===== config.mk =====
export PLATFORM = sky130hd
export DESIGN_NAME = ren_conv_engine_v2_flat
export DESIGN_NICKNAME = d
export VERILOG_FILES = /design/src/rtl/ren_conv_engine_v2_if.sv /design/src/rtl/ren_conv_engine_v2.sv /design/src/flat_wrapper.sv
export SDC_FILE = /design/constraint.sdc
export NUM_CORES = 1
export LEC_CHECK = 0
export ABC_AREA = 1
export CAP_MARGIN = 20
export CELL_PAD_IN_SITES_DETAIL_PLACEMENT = 1
export CELL_PAD_IN_SITES_GLOBAL_PLACEMENT = 2
export CORE_MARGIN = 2
export CORE_UTILIZATION = 30
export CTS_BUF_LIST = sky130_fd_sc_hd__clkbuf_8
export CTS_CLUSTER_SIZE = 20
export DETAILED_ROUTE_END_ITERATION = 12
export HOLD_SLACK_MARGIN = 0.15
export PLACE_DENSITY = 0.84
export SKIP_CTS_REPAIR_TIMING = 1
export SYNTH_ARGS = -nofsm -noshare
export SYNTH_HDL_FRONTEND = slang
export SYNTH_SLANG_ARGS = --single-unit

===== constraint.sdc =====
create_clock -name wb_clk_i -period 8.4 [get_ports wb_clk_i]
set_clock_uncertainty 0.05 [all_clocks]
set_input_delay 1.26 -clock wb_clk_i [delete_from_list [all_inputs] [get_ports wb_clk_i]]
set_output_delay 1.26 -clock wb_clk_i [all_outputs]
set_load 0.05 [all_outputs]

===== src/rtl/ren_conv_engine_v2_if.sv =====
// Memory-side bus of the convolution engine: image/kernel read ports
// and result write port. master = engine, slave = memories.
interface ren_conv_engine_v2_if #(
   parameter int CHANNELS        = 3,
   parameter int DATA_WIDTH      = 8,
   parameter int IMG_ADDR_WIDTH  = 6,
   parameter int RSLT_ADDR_WIDTH = 6
) ();
   logic [IMG_ADDR_WIDTH-1:0]        img_addr;
   logic                             img_rd;
   logic [CHANNELS*DATA_WIDTH-1:0]   img_data;
   logic [IMG_ADDR_WIDTH-1:0]        kern_addr;
   logic [CHANNELS*DATA_WIDTH-1:0]   kern_data;
   logic [RSLT_ADDR_WIDTH-1:0]       res_addr;
   logic                             res_we;
   logic [DATA_WIDTH-1:0]            res_data;

   modport master (
      output img_addr, img_rd, kern_addr,
      output res_addr, res_we, res_data,
      input  img_data, kern_data
   );

   modport slave (
      input  img_addr, img_rd, kern_addr,
      input  res_addr, res_we, res_data,
      output img_data, kern_data
   );
endinterface


===== src/rtl/ren_conv_engine_v2.sv =====
// 1-D multi-channel convolution engine with shift, saturation and 2:1 max pool.
// Ports: wb_clk_i/wb_rst_n_i, start/soft_rst, run config, bus (master), busy/done/ovf.
module ren_conv_engine_v2 #(
   parameter int CHANNELS        = 3,
   parameter int DATA_WIDTH      = 8,
   parameter int KERN_COL_WIDTH  = 3,
   parameter int COL_WIDTH       = 8,
   parameter int KERN_CNT_WIDTH  = 3,
   parameter int IMG_ADDR_WIDTH  = 6,
   parameter int RSLT_ADDR_WIDTH = 6,
   parameter int ACC_WIDTH       = 24
) (
   input  logic                      wb_clk_i,
   input  logic                      wb_rst_n_i,
   input  logic                      start,
   input  logic                      soft_rst,
   input  logic [KERN_COL_WIDTH-1:0] kern_cols,
   input  logic [COL_WIDTH-1:0]      cols,
   input  logic [KERN_CNT_WIDTH-1:0] kerns,
   input  logic [7:0]                stride,
   input  logic                      kern_addr_mode,
   input  logic [3:0]                shift,
   input  logic                      en_max_pool,
   input  logic                      en_relu_sat,
   input  logic [CHANNELS-1:0]       mask,
   ren_conv_engine_v2_if.master      bus,
   output logic                      busy,
   output logic                      done,
   output logic                      ovf
);
   localparam int IW = IMG_ADDR_WIDTH;
   localparam int RW = RSLT_ADDR_WIDTH;

   localparam logic [2:0] S_IDLE  = 3'd0;
   localparam logic [2:0] S_FETCH = 3'd1;
   localparam logic [2:0] S_DRAIN = 3'd2;
   localparam logic [2:0] S_POST  = 3'd3;
   localparam logic [2:0] S_WRITE = 3'd4;
   localparam logic [2:0] S_DONE  = 3'd5;

   logic [2:0]                state;
   logic                      start_d;
   logic [KERN_COL_WIDTH-1:0] kc_max, kc;
   logic [COL_WIDTH-1:0]      c_max, c;
   logic [KERN_CNT_WIDTH-1:0] n_max, ks;
   logic [7:0]                stride_q;
   logic                      mode_q;
   logic [3:0]                shift_q;
   logic                      pool_q, relu_q;
   logic [CHANNELS-1:0]       mask_q;
   logic                      rd_d, first_d;
   logic [ACC_WIDTH-1:0]      acc, mac, v, pa, pb;
   logic [DATA_WIDTH-1:0]     held, v8, out8;
   logic                      v_ovf, last_c, last_k;
   logic                      hold_only, step, fetch;
   logic [IW-1:0]             ia, ka;
   logic [RW-1:0]             ra, c_all, c_half;

   assign fetch = (state == S_FETCH);
   assign busy  = (state == S_FETCH) || (state == S_DRAIN) ||
                  (state == S_POST)  || (state == S_WRITE);
   assign done  = (state == S_DONE);

   // Read addresses are only driven while fetching so they idle at zero.
   assign ia = IW'(c * stride_q) + IW'(kc);
   assign ka = (IW'(ks) << (mode_q ? 3 : 2)) + IW'(kc);
   assign bus.img_rd    = fetch;
   assign bus.img_addr  = fetch ? ia : '0;
   assign bus.kern_addr = fetch ? ka : '0;

   assign c_all  = RW'(c_max) + RW'(1);
   assign c_half = RW'(c_max >> 1) + RW'(1);
   assign ra = pool_q ? RW'(ks) * c_half + RW'(c >> 1)
                      : RW'(ks) * c_all + RW'(c);

   assign last_c    = (c == c_max);
   assign last_k    = (ks == n_max);
   // Even pooled columns are only remembered, except a trailing odd one.
   assign hold_only = pool_q && !c[0] && !last_c;
   assign step      = ((state == S_POST) && hold_only) ||
                      (state == S_WRITE);

   always_comb begin
      mac = '0;
      pa  = '0;
      pb  = '0;
      for (int ch = 0; ch < CHANNELS; ch++) begin
         pa = ACC_WIDTH'(bus.img_data[ch*DATA_WIDTH +: DATA_WIDTH]);
         pb = ACC_WIDTH'(bus.kern_data[ch*DATA_WIDTH +: DATA_WIDTH]);
         if (mask_q[ch]) mac = mac + pa * pb;
      end
   end

   always_comb begin
      v     = acc >> shift_q;
      v_ovf = |v[ACC_WIDTH-1:DATA_WIDTH];
      v8    = (relu_q && v_ovf) ? '1 : v[DATA_WIDTH-1:0];
      out8  = (pool_q && c[0] && (held > v8)) ? held : v8;
   end

   always_ff @(posedge wb_clk_i or negedge wb_rst_n_i) begin
      if (!wb_rst_n_i) begin
         state        <= S_IDLE;
         start_d      <= 1'b0;
         kc_max       <= '0;
         kc           <= '0;
         c_max        <= '0;
         c            <= '0;
         n_max        <= '0;
         ks           <= '0;
         stride_q     <= '0;
         mode_q       <= 1'b0;
         shift_q      <= '0;
         pool_q       <= 1'b0;
         relu_q       <= 1'b0;
         mask_q       <= '0;
         rd_d         <= 1'b0;
         first_d      <= 1'b0;
         acc          <= '0;
         held         <= '0;
         ovf          <= 1'b0;
         bus.res_we   <= 1'b0;
         bus.res_addr <= '0;
         bus.res_data <= '0;
      end else begin
         start_d <= start;
         rd_d    <= 1'b0;
         first_d <= 1'b0;
         // Read data lands one cycle after img_rd; the tag travels with it.
         if (rd_d) acc <= (first_d ? '0 : acc) + mac;
         if (soft_rst) begin
            state      <= S_IDLE;
            ovf        <= 1'b0;
            acc        <= '0;
            bus.res_we <= 1'b0;
         end else begin
            unique case (state)
               S_IDLE: begin
                  if (start && !start_d) begin
                     kc_max   <= kern_cols;
                     c_max    <= cols;
                     n_max    <= kerns;
                     stride_q <= stride;
                     mode_q   <= kern_addr_mode;
                     shift_q  <= shift;
                     pool_q   <= en_max_pool;
                     relu_q   <= en_relu_sat;
                     mask_q   <= mask;
                     ks       <= '0;
                     c        <= '0;
                     kc       <= '0;
                     ovf      <= 1'b0;
                     state    <= S_FETCH;
                  end
               end
               S_FETCH: begin
                  rd_d    <= 1'b1;
                  first_d <= (kc == '0);
                  if (kc == kc_max) begin
                     kc    <= '0;
                     state <= S_DRAIN;
                  end else begin
                     kc <= kc + KERN_COL_WIDTH'(1);
                  end
               end
               S_DRAIN: state <= S_POST;
               S_POST: begin
                  if (v_ovf) ovf <= 1'b1;
                  if (hold_only) begin
                     held <= v8;
                  end else begin
                     bus.res_we   <= 1'b1;
                     bus.res_addr <= ra;
                     bus.res_data <= out8;
                     state        <= S_WRITE;
                  end
               end
               S_WRITE: bus.res_we <= 1'b0;
               S_DONE: if (!start) state <= S_IDLE;
               default: state <= S_IDLE;
            endcase
            if (step) begin
               if (last_c) begin
                  c <= '0;
                  if (last_k) begin
                     state <= S_DONE;
                  end else begin
                     ks    <= ks + KERN_CNT_WIDTH'(1);
                     state <= S_FETCH;
                  end
               end else begin
                  c     <= c + COL_WIDTH'(1);
                  state <= S_FETCH;
               end
            end
         end
      end
   end
endmodule


===== src/flat_wrapper.sv =====
// flat-port wrapper written by rule: the top's interface ports become plain ports
module ren_conv_engine_v2_flat 
#(
   parameter int CHANNELS        = 3,
   parameter int DATA_WIDTH      = 8,
   parameter int KERN_COL_WIDTH  = 3,
   parameter int COL_WIDTH       = 8,
   parameter int KERN_CNT_WIDTH  = 3,
   parameter int IMG_ADDR_WIDTH  = 6,
   parameter int RSLT_ADDR_WIDTH = 6,
   parameter int ACC_WIDTH       = 24
)
  (wb_clk_i, wb_rst_n_i, start, soft_rst, kern_cols, cols, kerns, stride, kern_addr_mode, shift, en_max_pool, en_relu_sat, mask, busy, done, ovf, bus_img_addr, bus_img_rd, bus_kern_addr, bus_res_addr, bus_res_we, bus_res_data, bus_img_data, bus_kern_data);
  ren_conv_engine_v2_if #(.CHANNELS(CHANNELS), .DATA_WIDTH(DATA_WIDTH), .IMG_ADDR_WIDTH(IMG_ADDR_WIDTH), .RSLT_ADDR_WIDTH(RSLT_ADDR_WIDTH)) bus_i ();
  input  logic wb_clk_i;
  input  logic wb_rst_n_i;
  input  logic start;
  input  logic soft_rst;
  input  logic [KERN_COL_WIDTH-1:0] kern_cols;
  input  logic [COL_WIDTH-1:0] cols;
  input  logic [KERN_CNT_WIDTH-1:0] kerns;
  input  logic [7:0] stride;
  input  logic kern_addr_mode;
  input  logic [3:0] shift;
  input  logic en_max_pool;
  input  logic en_relu_sat;
  input  logic [CHANNELS-1:0] mask;
  output logic busy;
  output logic done;
  output logic ovf;
  output wire logic [$bits(bus_i.img_addr)-1:0] bus_img_addr;
  output wire logic [$bits(bus_i.img_rd)-1:0] bus_img_rd;
  output wire logic [$bits(bus_i.kern_addr)-1:0] bus_kern_addr;
  output wire logic [$bits(bus_i.res_addr)-1:0] bus_res_addr;
  output wire logic [$bits(bus_i.res_we)-1:0] bus_res_we;
  output wire logic [$bits(bus_i.res_data)-1:0] bus_res_data;
  input wire logic [$bits(bus_i.img_data)-1:0] bus_img_data;
  input wire logic [$bits(bus_i.kern_data)-1:0] bus_kern_data;
  assign bus_img_addr = bus_i.img_addr;
  assign bus_img_rd = bus_i.img_rd;
  assign bus_kern_addr = bus_i.kern_addr;
  assign bus_res_addr = bus_i.res_addr;
  assign bus_res_we = bus_i.res_we;
  assign bus_res_data = bus_i.res_data;
  assign bus_i.img_data = bus_img_data;
  assign bus_i.kern_data = bus_kern_data;
  ren_conv_engine_v2 #(.CHANNELS(CHANNELS), .DATA_WIDTH(DATA_WIDTH), .KERN_COL_WIDTH(KERN_COL_WIDTH), .COL_WIDTH(COL_WIDTH), .KERN_CNT_WIDTH(KERN_CNT_WIDTH), .IMG_ADDR_WIDTH(IMG_ADDR_WIDTH), .RSLT_ADDR_WIDTH(RSLT_ADDR_WIDTH), .ACC_WIDTH(ACC_WIDTH)) u_core (.wb_clk_i(wb_clk_i), .wb_rst_n_i(wb_rst_n_i), .start(start), .soft_rst(soft_rst), .kern_cols(kern_cols), .cols(cols), .kerns(kerns), .stride(stride), .kern_addr_mode(kern_addr_mode), .shift(shift), .en_max_pool(en_max_pool), .en_relu_sat(en_relu_sat), .mask(mask), .bus(bus_i), .busy(busy), .done(done), .ovf(ovf));
endmodule

==> metrics.md <==
| Metric | Value |
|---|---|
| Setup ws final | -3.27 ns |
| GP Congestion | about 0.86 |
| Slowest CP cell | fa_1 |
| Fillers | 6731 |
| TritonCTS Buffers | 9 |
| Sink Count | 98 |
| Post-placement setup slack | -4.33 ns |
| Routed wire length | just over 50 mm |
| Hold path endpoint | u_core.bus.res_data[5] |
| CTS clock-pin slew for the worst setup and hold paths | 0.11 ns |
| Core area | about 54000 um2 |
| Post-DP HPWL | ~42 mm |
| Syn_area_per_cell | slightly below 7 um2 |
| Post-Syn Instances | about 2400 |
| Worst Hold Class | flop to flop |
| Max-slew violation count | 0 |
| Most common cell after layout, fill and taps aside | nand2_1 |
| Via count | 15500 |
| Routed Antenna Nets | 0 |
| Flop2flop setup slack | -0.31 ns |
| CP max FO | 5 |
| Antenna violations before repair | 0 |
| Post-synthesis sequential area ratio | 0.151 |
| H-Tree Depth | 3 |
| Area of the multi-input gates | approximately 12000 um2 |
| Drt wl/cell | 15.2 um |
| Die area | between 50000 and 60000 um2 |
| DR iter-0 viols | 534 |
| Largest net degree at the start of global routing | between 60 and 70 |
| CP Launch Type | primary input |
| Failing checks | negative setup slack |
| Total track usage | 0.181 |
| Clk Latency, worst-skew pair | about 0.4 ns |
| Synth Flop Type | dfrtp_1 |
| Peak Freq | 85.7 MHz |
| Slew HR | 0.418 |
| Via-to-Cell Ratio | between 4 and 5 |
| Chip Height | 237 um |
| Reg2reg end | u_core.acc[22] |
| DRC | 0 |
| Status | complete, but fails checks |
| Ports | between 100 and 150 |
| Critical Path End Type | flop |
| Final setup violation count | 20 |
| CP bufs+invs | 11 |
| CTS tree | done |
| Post-Synthesis Cell Area | 16200 um2 |
| Share of cells above drive strength 1 | 0.162 |
| Crit path largest cell delay | 0.56 ns |
| Synth-to-layout area growth | 26.8% |
| Async set or reset register ratio after synthesis | 1.00 |
| Worst Tran Pin Value | ~0.87 ns |
| CP top delay family | adder cells |
| Core Util, Final | 0.383 |
| Final hold violation count | 0 |
| Max clock buf depth | 2 |
| # diodes | 0 |
| Setup CP Type | primary input to flop |
| WP data arrival | roughly 12 ns |
| Drt pass-1 iters | 5 |
| First-pass GRT wire length | between 80 and 90 mm |
| Reg2reg path depth | 43 |
| Root buffer cell | clkbuf_8 |
| Unrepaired setup endpoints after global routing | true |
| Most frequent cells in the layout | nand2_1 (646), inv_1 (495), buf_4 (213), ha_1 (160), fa_1 (152) |
| Final min period | roughly 12 ns |
| Worst R2R Start | u_core.mask_q[0] |
| Worst EP required | 8.63 ns |
| IO Port Bufs | about 110 |
| Rows | 85 |
| FF/Latch Area | between 2000 and 2500 um2 |
| Vias in the first global route | 17000 |
| Remaining global-route overflow | 0 |
| Die width | 237 um |
| Worst Hold Launch | u_core.bus.res_data[5] |
| EDFF count, synth | 0 |
| Final net count | between 3000 and 4000 |
| Synth Register Bits | roughly 100 |
| Syn. warnings | 0 |
| Initial Utilization | 0.302 |
| Max cap viols | 0 |
| Netlist cell types | 42 |
| Most frequent CP cell | fa_1 |
| Fin crit share | 1.39 |
| Min-Delay Path Depth | 2 |
| Syn Nets | roughly 2800 |
## tightest hold or removal path, stage by stage, from the launching register on
cell and delay [ns]:
dfrtp_1 0.36, nand2_1 0.05, nand2_1 0.05
## state kept, by name, indices dropped and copies added (netlist names), 4 cells and up
signal,cells
u_core.acc,24
u_core.bus.res_data,8
u_core.c,8
u_core.c_max,8
u_core.held,8
u_core.bus.res_addr,6
u_core.stride_q,6
u_core.shift_q,4
## synth_stat cells, drive strengths merged (8+ instances only)
| library cell | instances | area (um2) |
|---|---|---|
| nand2 | 687 | 2590 |
| nor3 | 16 | 80.1 |
| o22ai | 12 | 75.1 |
| dfrtp | 98 | 2450 |
| a21o | 9 | 67.6 |
| o21bai | 12 | 90.1 |
| or2 | 8 | 50.1 |
| nor2 | 124 | 473 |
| inv | 524 | 1970 |
| a21oi | 89 | 449 |
| nand4 | 17 | 113 |
| o21ai | 141 | 706 |
| clkbuf | 66 | 248 |
| buf | 24 | 150 |
| ha | 181 | 2260 |
| xor2 | 30 | 263 |
| xnor2 | 27 | 236 |
| a31oi | 11 | 68.8 |
| nand3 | 110 | 551 |
| fa | 157 | 3140 |
## how the worst max path moves through the flow
stage / start / endpoint / slack, ns / cells past startpoint
after global routing: bus_kern_data[4] / u_core.acc[22] / -3.69 / 55
after floorplan: bus_kern_data[4] / u_core.acc[22] / -2.75 / 53
final: bus_img_data[3] / u_core.acc[22] / -3.27 / 53
after detailed placement: bus_img_data[3] / u_core.acc[21] / -4.33 / 51
after global placement: bus_img_data[3] / u_core.acc[21] / -4.08 / 51
after CTS: bus_img_data[3] / u_core.acc[21] / -3.92 / 51
## per-layer routing
metal	vias to the layer above	share of wire	track usage
li1	7711	-	-
met5	-	0	0
met2	115	0.50	0.327
met3	30	0.013	0.0101
met1	7690	0.47	0.243
met4	0	0.010	0.0290
## metrics by stage
stage	instances	hold WS (ns)	cell area, um2	TNS (ns)
floorplan	2370	0.392	16700	-43.64
global placement	3287	0.413	19700	-72.96
detailed placement	3287	0.413	19700	-76.55
CTS	3303	0.443	19900	-67.87
global route	3325	0.469	20600	-64.29
finish	3325	0.442	20600	-55.81
## layout make-up
type	instances	area share
clock buffer	9	0.00602
inverter	526	0.0962
sequential	98	0.119
tap	696	0.0423
timing repair buffer	333	0.138
multi-input combinational	1656	0.595
clock inverter	7	0.00328
## logic make-up (layout without fill, tap and decap cells)
group                    after synthesis  in the layout  synth area share
adder cells (fa/ha/maj)              338            338             0.333
AND/OR/NAND/NOR                      971            971             0.241
XOR/XNOR                              57             57            0.0308
flip-flops                            98             98             0.151
AO/OA/AOI/OAI                        289            289            0.0968
buffers and inverters                616            875             0.146
multiplexers                           1              1          0.000617
Power is left out: the tool's default activity adds up to more than one toggle a clock period on the data nets, which glitch-free logic cannot reach.
